### src/rtl/scan_pkg.sv
// Shared raster-scan types and default 320x240 timing, also used by the sprite logic.
package scan_pkg;

  localparam int POS_W     = 9;
  localparam int POS_LIMIT = 512;
  localparam int DIV_W     = 4;

  localparam int DEF_H_ACTIVE = 320;
  localparam int DEF_H_FP     = 8;
  localparam int DEF_H_SYNC   = 48;
  localparam int DEF_H_BP     = 24;
  localparam int DEF_V_ACTIVE = 240;
  localparam int DEF_V_FP     = 2;
  localparam int DEF_V_SYNC   = 3;
  localparam int DEF_V_BP     = 17;

  typedef enum logic [1:0] {ACTIVE, FRONT, SYNC, BACK} scan_state_t;

  // Zero-width phases fall through naturally, so empty states are skipped.
  function automatic scan_state_t phase_of(input logic [POS_W-1:0] pos,
                                           input int act, input int fp, input int syn);
    int p;
    p = int'(pos);
    if (p < act)                 return ACTIVE;
    else if (p < act + fp)       return FRONT;
    else if (p < act + fp + syn) return SYNC;
    else                         return BACK;
  endfunction

endpackage

### src/rtl/scan_axis_fsm.sv
// One scan axis: position counter, blanking phase FSM and registered sync output.
module scan_axis_fsm
  import scan_pkg::*;
#(
  parameter int   P_ACTIVE = DEF_H_ACTIVE,
  parameter int   P_FP     = DEF_H_FP,
  parameter int   P_SYNC   = DEF_H_SYNC,
  parameter int   P_BP     = DEF_H_BP,
  parameter logic P_POL    = 1'b0
) (
  input  logic             clk,
  input  logic             rst_n,
  input  logic             advance_i,
  output logic [POS_W-1:0] pos_o,
  output logic [POS_W-1:0] pos_nxt_o,
  output logic             sync_o,
  output logic             wrap_o
);

  localparam int               TOTAL = P_ACTIVE + P_FP + P_SYNC + P_BP;
  localparam logic [POS_W-1:0] LAST  = POS_W'(TOTAL - 1);

  logic [POS_W-1:0] pos_q, pos_d;
  scan_state_t      state_q, state_d;
  logic             sync_q, sync_d;

  always_ff @(posedge clk or negedge rst_n) begin
    if (!rst_n) begin
      pos_q   <= '0;
      state_q <= ACTIVE;
      sync_q  <= ~P_POL;
    end else begin
      pos_q   <= pos_d;
      state_q <= state_d;
      sync_q  <= sync_d;
    end
  end

  // Phase and sync are derived from the next position so they land on the same edge.
  always_comb begin
    pos_d   = pos_q;
    state_d = state_q;
    sync_d  = sync_q;
    wrap_o  = 1'b0;
    if (advance_i) begin
      if (pos_q == LAST) begin
        pos_d  = '0;
        wrap_o = 1'b1;
      end else begin
        pos_d = pos_q + POS_W'(1);
      end
      state_d = phase_of(pos_d, P_ACTIVE, P_FP, P_SYNC);
      sync_d  = (state_d == SYNC) ? P_POL : ~P_POL;
    end
  end

  assign pos_o     = pos_q;
  assign pos_nxt_o = pos_d;
  assign sync_o    = sync_q;

endmodule

### src/rtl/vga_scan_gen.sv
// VGA raster timing generator: pixel-clock enable, H/V scan counters and registered qualifiers.
module vga_scan_gen
  import scan_pkg::*;
#(
  parameter int   CLK_DIV  = 2,
  parameter int   H_ACTIVE = DEF_H_ACTIVE,
  parameter int   H_FP     = DEF_H_FP,
  parameter int   H_SYNC   = DEF_H_SYNC,
  parameter int   H_BP     = DEF_H_BP,
  parameter int   V_ACTIVE = DEF_V_ACTIVE,
  parameter int   V_FP     = DEF_V_FP,
  parameter int   V_SYNC   = DEF_V_SYNC,
  parameter int   V_BP     = DEF_V_BP,
  parameter logic HS_POL   = 1'b0,
  parameter logic VS_POL   = 1'b0
) (
  input  logic             clk,
  input  logic             rst_n,
  input  logic             en,
  output logic [POS_W-1:0] H_pos,
  output logic [POS_W-1:0] V_pos,
  output logic             pix_en,
  output logic             active,
  output logic             hsync,
  output logic             vsync,
  output logic             line_start,
  output logic             frame_start
);

  localparam int               H_TOTAL  = H_ACTIVE + H_FP + H_SYNC + H_BP;
  localparam int               V_TOTAL  = V_ACTIVE + V_FP + V_SYNC + V_BP;
  localparam logic [DIV_W-1:0] DIV_LAST = DIV_W'(CLK_DIV - 1);

  if (H_TOTAL > POS_LIMIT) begin : g_h_total_chk
    $fatal(1, "vga_scan_gen: H_TOTAL exceeds 512");
  end
  if (V_TOTAL > POS_LIMIT) begin : g_v_total_chk
    $fatal(1, "vga_scan_gen: V_TOTAL exceeds 512");
  end
  if (CLK_DIV < 1 || CLK_DIV > 16) begin : g_div_chk
    $fatal(1, "vga_scan_gen: CLK_DIV out of range 1..16");
  end

  logic [DIV_W-1:0] cnt_q, cnt_d;
  logic             pix_en_q, pix_en_d;
  logic             active_q, active_d;
  logic             line_q, line_d;
  logic             frame_q, frame_d;
  logic [POS_W-1:0] h_nxt, v_nxt;
  logic             h_wrap, v_wrap;

  // A strobe already presented downstream always commits its advance, even if en drops.
  scan_axis_fsm #(
    .P_ACTIVE(H_ACTIVE), .P_FP(H_FP), .P_SYNC(H_SYNC), .P_BP(H_BP), .P_POL(HS_POL)
  ) u_h_axis (
    .clk      (clk),
    .rst_n    (rst_n),
    .advance_i(pix_en_q),
    .pos_o    (H_pos),
    .pos_nxt_o(h_nxt),
    .sync_o   (hsync),
    .wrap_o   (h_wrap)
  );

  scan_axis_fsm #(
    .P_ACTIVE(V_ACTIVE), .P_FP(V_FP), .P_SYNC(V_SYNC), .P_BP(V_BP), .P_POL(VS_POL)
  ) u_v_axis (
    .clk      (clk),
    .rst_n    (rst_n),
    .advance_i(h_wrap),
    .pos_o    (V_pos),
    .pos_nxt_o(v_nxt),
    .sync_o   (vsync),
    .wrap_o   (v_wrap)
  );

  always_ff @(posedge clk or negedge rst_n) begin
    if (!rst_n) begin
      cnt_q    <= '0;
      pix_en_q <= 1'b0;
      active_q <= 1'b0;
      line_q   <= 1'b0;
      frame_q  <= 1'b0;
    end else begin
      cnt_q    <= cnt_d;
      pix_en_q <= pix_en_d;
      active_q <= active_d;
      line_q   <= line_d;
      frame_q  <= frame_d;
    end
  end

  always_comb begin
    cnt_d    = cnt_q;
    pix_en_d = 1'b0;
    active_d = active_q;
    line_d   = line_q;
    frame_d  = frame_q;
    if (en) begin
      cnt_d    = (cnt_q == DIV_LAST) ? '0 : cnt_q + DIV_W'(1);
      pix_en_d = (cnt_q == DIV_LAST);
    end
    if (pix_en_q) begin
      active_d = (int'(h_nxt) < H_ACTIVE) && (int'(v_nxt) < V_ACTIVE);
      line_d   = h_wrap;
      frame_d  = v_wrap;
    end
    if (!en) begin
      line_d  = 1'b0;
      frame_d = 1'b0;
    end
  end

  assign pix_en      = pix_en_q;
  assign active      = active_q;
  assign line_start  = line_q;
  assign frame_start = frame_q;

endmodule
### config.mk
export PLATFORM = sky130hd
export DESIGN_NAME = vga_scan_gen
export DESIGN_NICKNAME = d
export VERILOG_FILES = /design/src/rtl/scan_pkg.sv /design/src/rtl/scan_axis_fsm.sv /design/src/rtl/vga_scan_gen.sv
export SDC_FILE = /design/constraint.sdc
export NUM_CORES = 1
export LEC_CHECK = 0
export BUFFER_PORTS_ARGS = -buffer_cell sky130_fd_sc_hd__buf_4
export CAP_MARGIN = 25
export CORE_ASPECT_RATIO = 0.7
export CORE_MARGIN = 2
export CORE_UTILIZATION = 30
export DETAILED_ROUTE_END_ITERATION = 12
export SLEW_MARGIN = 20
export SYNTH_ARGS = -nofsm -noshare
export SYNTH_HDL_FRONTEND = slang
export SYNTH_SLANG_ARGS = --single-unit
### constraint.sdc
create_clock -name clk -period 3.95 [get_ports clk]
set_input_delay 0.5925 -clock clk [delete_from_list [all_inputs] [get_ports clk]]
set_output_delay 0.5925 -clock clk [all_outputs]
set_load 0.02 [all_outputs]
==> metrics.txt <==
# TYPE chip_impl_metric gauge
chip_impl_metric{name="syn-mean-instance-area",unit="um2"} 9.13
chip_impl_metric{name="antenna_violating_nets_post_route",unit=""} 0
chip_impl_info{name="synth-main-ff-cell",value="sky130_fd_sc_hd__dfrtp_1"} 1
chip_impl_metric{name="fillerInstances",unit=""} 549
chip_impl_metric{name="antenna_cells",unit=""} 0
chip_impl_metric{name="flow.area_growth_from_synthesis",unit="%"} 17.4
chip_impl_metric{name="yosys_warnings",unit=""} 0
chip_impl_metric{name="max_clock_freq",unit="MHz"} 479
chip_impl_metric{name="die_area",unit="um2"} 6230
chip_impl_metric{name="clock_latency",unit="ns"} 0.28
chip_impl_metric{name="p_switching",unit="uW"} 303
chip_impl_metric{name="dp_hpwl",unit="um"} 2710
chip_impl_metric{name="timing.final.max_slew_violations",unit=""} 0
chip_impl_info{name="setup.worst_path.class",value="flip-flop to flip-flop"} 1
chip_impl_metric{name="vias",unit=""} 1373
chip_impl_metric{name="multi_input_comb_area",unit="um2"} 891
chip_impl_metric{name="p_leak",unit="nW"} 0.818
chip_impl_metric{name="dr.pass1.iters",unit=""} 4
chip_impl_metric{name="finalWeightedCongestion",unit=""} 0.806
chip_impl_info{name="r2r_start",value="u_h_axis.pos_o[0]"} 1
chip_impl_metric{name="postSynthNetCount",unit=""} 190
chip_impl_info{name="crit_chain",value="ha_1 > and3_1 > and2_1 > nand2_2 > nor4_2 > o32ai_2"} 1
chip_impl_metric{name="ys_seq_elements",unit=""} 28
chip_impl_metric{name="seq_power_share",unit="%"} 45.8
chip_impl_metric{name="setup_viol_count_final",unit=""} 0
chip_impl_info{name="final_cell_mix",value="26 x sky130_fd_sc_hd__dfrtp_1, 26 x sky130_fd_sc_hd__buf_4, 19 x sky130_fd_sc_hd__nand2_1, 16 x sky130_fd_sc_hd__nor2_1, 11 x sky130_fd_sc_hd__xnor2_1"} 1
chip_impl_metric{name="vias_per_cell",unit=""} 4.99
chip_impl_info{name="class_of_the_tightest_hold_or_removal_check",value="input pin to asynchronous set/reset pin"} 1
chip_impl_metric{name="tritoncts.num_buffers",unit=""} 3
chip_impl_metric{name="timing.reg2reg.worst_path_depth",unit=""} 6
chip_impl_metric{name="synthCells",unit=""} 184
chip_impl_metric{name="wl_per_cell",unit="um"} 13.8
chip_impl_info{name="worst_setup_path_end_kind",value="flip-flop"} 1
chip_impl_metric{name="design.portCount",unit=""} 27
chip_impl_metric{name="port_buffers",unit=""} 26
chip_impl_info{name="critical_path.startpoint",value="u_h_axis.pos_o[0]"} 1
chip_impl_metric{name="drtIter0Drc",unit=""} 88
chip_impl_metric{name="grt_max_degree",unit=""} 29
chip_impl_metric{name="antenna_found_initial",unit=""} 0
chip_impl_metric{name="share_clk_of_total_power",unit="%"} 26.4
chip_impl_metric{name="vias_in_the_first_global_route",unit=""} 1322
chip_impl_metric{name="min_period",unit="ns"} 2.09
chip_impl_metric{name="track_usage",unit="%"} 13.3
chip_impl_info{name="startpoint_type",value="flip-flop"} 1
chip_impl_metric{name="post-route-period-util",unit="%"} 52.9
chip_impl_metric{name="ctsHoldBuffers",unit=""} 0
chip_impl_metric{name="synth_sequential_area_ratio",unit="%"} 41.8
chip_impl_metric{name="initial_core_util",unit="%"} 31.6
chip_impl_metric{name="worst_path_largest_cell_delay",unit="ns"} 0.46
chip_impl_metric{name="power_per_cell_area",unit="nW/um2"} 445
chip_impl_metric{name="finalSetupTns",unit="ns"} 0
chip_impl_info{name="status",value="finished, final reports clean"} 1
chip_impl_metric{name="cts_setup_buffers",unit=""} 0
chip_impl_metric{name="die_height",unit="um"} 66.6
chip_impl_metric{name="cell_internal_pwr",unit="uW"} 575
chip_impl_info{name="r2r_end",value="active"} 1
chip_impl_metric{name="post_synth_num_cell_types",unit=""} 49
chip_impl_info{name="cp_slowest_cell",value="sky130_fd_sc_hd__dfrtp_1"} 1
chip_impl_metric{name="fin_skew",unit="ns"} 0.00557
chip_impl_metric{name="num-nets-final",unit=""} 210
chip_impl_metric{name="grt_overflow",unit=""} 0
chip_impl_metric{name="layout-drive-gt1-share",unit="%"} 20.2
chip_impl_metric{name="area.sequential",unit="um2"} 703
chip_impl_metric{name="timing.hold.ws",unit="ns"} 0.220
chip_impl_info{name="clk_root_buffer_cell",value="sky130_fd_sc_hd__clkbuf_8"} 1
chip_impl_metric{name="cts-resized-gates",unit=""} 0
chip_impl_info{name="grt_setup_unrepaired",value="false"} 1
chip_impl_metric{name="totalWireLength",unit="um"} 3780
chip_impl_metric{name="cts_h_tree_depth",unit=""} 1
chip_impl_metric{name="cp.required",unit="ns"} 4.09
chip_impl_metric{name="drcViolationCount",unit=""} 0
chip_impl_info{name="crit_family",value="simple AND/OR/NAND/NOR gates"} 1
chip_impl_metric{name="placement_rows",unit=""} 22
chip_impl_metric{name="synth-edff-count",unit=""} 0
chip_impl_metric{name="worst_margin_slew",unit="ns"} 0.571
chip_impl_metric{name="cts.clk_slew.worst_paths",unit="ns"} 0.10
chip_impl_metric{name="critical_path_peak_fanout",unit=""} 8
chip_impl_info{name="clock_tree_from_tritoncts",value="yes"} 1
chip_impl_metric{name="coreArea",unit="um2"} 5310
chip_impl_metric{name="critical_path_buf_inv_count",unit=""} 0
chip_impl_metric{name="cts.path.max_buffers",unit=""} 2
chip_impl_metric{name="slew_headroom",unit="%"} 61.9
chip_impl_metric{name="power.switching_fraction",unit="%"} 34.5
chip_impl_metric{name="worst_ep_arrival_time",unit="ns"} 2.23
chip_impl_metric{name="synthesis.area",unit="um2"} 1680
chip_impl_metric{name="pwr-share-comb",unit="%"} 27.8
chip_impl_metric{name="wire_length_of_the_first_global_routing_pass",unit="um"} 6590
chip_impl_metric{name="async_reset_ff_share",unit="%"} 100
chip_impl_metric{name="maxCapViolations",unit=""} 0
chip_impl_metric{name="number_of_clock_sinks",unit=""} 28
chip_impl_metric{name="finalHoldViolations",unit=""} 0
chip_impl_metric{name="ir_drop",unit="uV"} 140
chip_impl_metric{name="die_x",unit="um"} 93.5
chip_impl_metric{name="setup_slack_of_the_worst_register_to_register_path",unit="ns"} 1.86
state kept, by name, indices dropped and copies added, names as in the netlist:
name	count
cnt_q	4
line_start	1
u_h_axis.sync_o	1
u_v_axis.sync_o	1
u_h_axis.pos_o	9
active	1
frame_start	1
u_v_axis.pos_o	9
pix_en	1
final cells by class:
| class | instances | share of cell area (%) |
|---|---|---|
| sequential | 28 | 35.6 |
| clock buffer | 3 | 2.09 |
| inverter | 6 | 1.14 |
| timing repair buffer | 26 | 9.89 |
| multi-input combinational | 139 | 45.1 |
| clock inverter | 1 | 1.52 |
| tap | 72 | 4.57 |
routing by layer:
layer | global-route usage (%) | vias up | part of all wire [%]
li1 | - | 700 | -
met1 | 20.2 | 640 | 53
met2 | 19.0 | 31 | 41
met3 | 3.28 | 2 | 5.5
met4 | 2.21 | 0 | 0.50
met5 | 0 | - | 0
worst reg2reg max path: cells and delay by family (launching register included):
family                   cells  cell delay (ns)
AO/OA/AOI/OAI                1             0.14
flip-flops                   1             0.46
AND/OR/NAND/NOR              4             1.06
adder cells (fa/ha/maj)      1             0.29
how the worst max path moves through the flow:
| stage | end | slack [ns] | cells after the start |
|---|---|---|---|
| 2_1_floorplan | active | 1.99 | 8 |
| 5_1_grt | active | 1.69 | 6 |
| 3_5_place_dp | active | 1.89 | 6 |
| 3_3_place_gp | active | 1.95 | 6 |
| 6_report | active | 1.86 | 6 |
| 4_1_cts | active | 1.86 | 6 |
stage by stage:
step                      instance area [um2]  setup WS, ns  total power [mW]  cells  utilization, %
after floorplan                          1680          1.99             0.562    184               -
after global placement                   1900          1.95             0.652    271            35.8
after detailed placement                 1900          1.89             0.651    271            35.8
after CTS                                1970          1.86             0.888    275            37.1
after global routing                     1970          1.69             0.940    275            37.1
final                                    1970          1.86             0.877    275            37.1
power groups by stage:
| stage | registers (mW) | clock network (mW) | logic [mW] |
|---|---|---|---|
| after global placement | 0.406 | 0 | 0.246 |
| after floorplan | 0.413 | 0 | 0.149 |
| after detailed placement | 0.408 | 0 | 0.244 |
| after global routing | 0.416 | 0.249 | 0.275 |
| after CTS | 0.402 | 0.240 | 0.246 |
| final | 0.402 | 0.232 | 0.244 |
Yosys cell counts (2+ instances only):
cell type | instances | area share, %
sky130_fd_sc_hd__dfrtp_1 | 26 | 39
sky130_fd_sc_hd__nand2_1 | 19 | 4.2
sky130_fd_sc_hd__nor2_1 | 16 | 3.6
sky130_fd_sc_hd__xnor2_1 | 11 | 5.7
sky130_fd_sc_hd__nand3_1 | 10 | 3.0
sky130_fd_sc_hd__o21ai_0 | 9 | 2.7
sky130_fd_sc_hd__a31oi_1 | 7 | 2.6
sky130_fd_sc_hd__and2_1 | 6 | 2.2
sky130_fd_sc_hd__buf_2 | 6 | 1.8
sky130_fd_sc_hd__a21o_1 | 5 | 2.2
sky130_fd_sc_hd__a21oi_1 | 5 | 1.5
sky130_fd_sc_hd__inv_1 | 5 | 1.1
sky130_fd_sc_hd__and3_1 | 4 | 1.5
sky130_fd_sc_hd__nor3_1 | 4 | 1.2
sky130_fd_sc_hd__ha_1 | 3 | 2.2
sky130_fd_sc_hd__nand2_2 | 3 | 1.1
sky130_fd_sc_hd__a221oi_1 | 2 | 1.0
sky130_fd_sc_hd__a22o_1 | 2 | 1.0
sky130_fd_sc_hd__and4_1 | 2 | 1.0
sky130_fd_sc_hd__buf_4 | 2 | 0.89
sky130_fd_sc_hd__clkbuf_1 | 2 | 0.45
sky130_fd_sc_hd__dfstp_2 | 2 | 3.1
sky130_fd_sc_hd__nand2b_1 | 2 | 0.74
sky130_fd_sc_hd__nand4_1 | 2 | 0.74
sky130_fd_sc_hd__o21ai_1 | 2 | 0.60
sky130_fd_sc_hd__o22ai_1 | 2 | 0.74
sky130_fd_sc_hd__o31ai_1 | 2 | 0.89
sky130_fd_sc_hd__xor2_1 | 2 | 1.0
cells by family (layout without fill, tap and decap cells):
group	after synthesis	count (layout)	synth area share [%]
buf+inv	17	36	5.14
compound gates	48	48	20.1
xor+xnor	13	13	6.78
simple gates	74	74	23.3
flops	28	28	41.8
fa+ha+maj	3	3	2.23
mux	1	1	0.596
No activity file was read; power rests on OpenSTA's default activity.
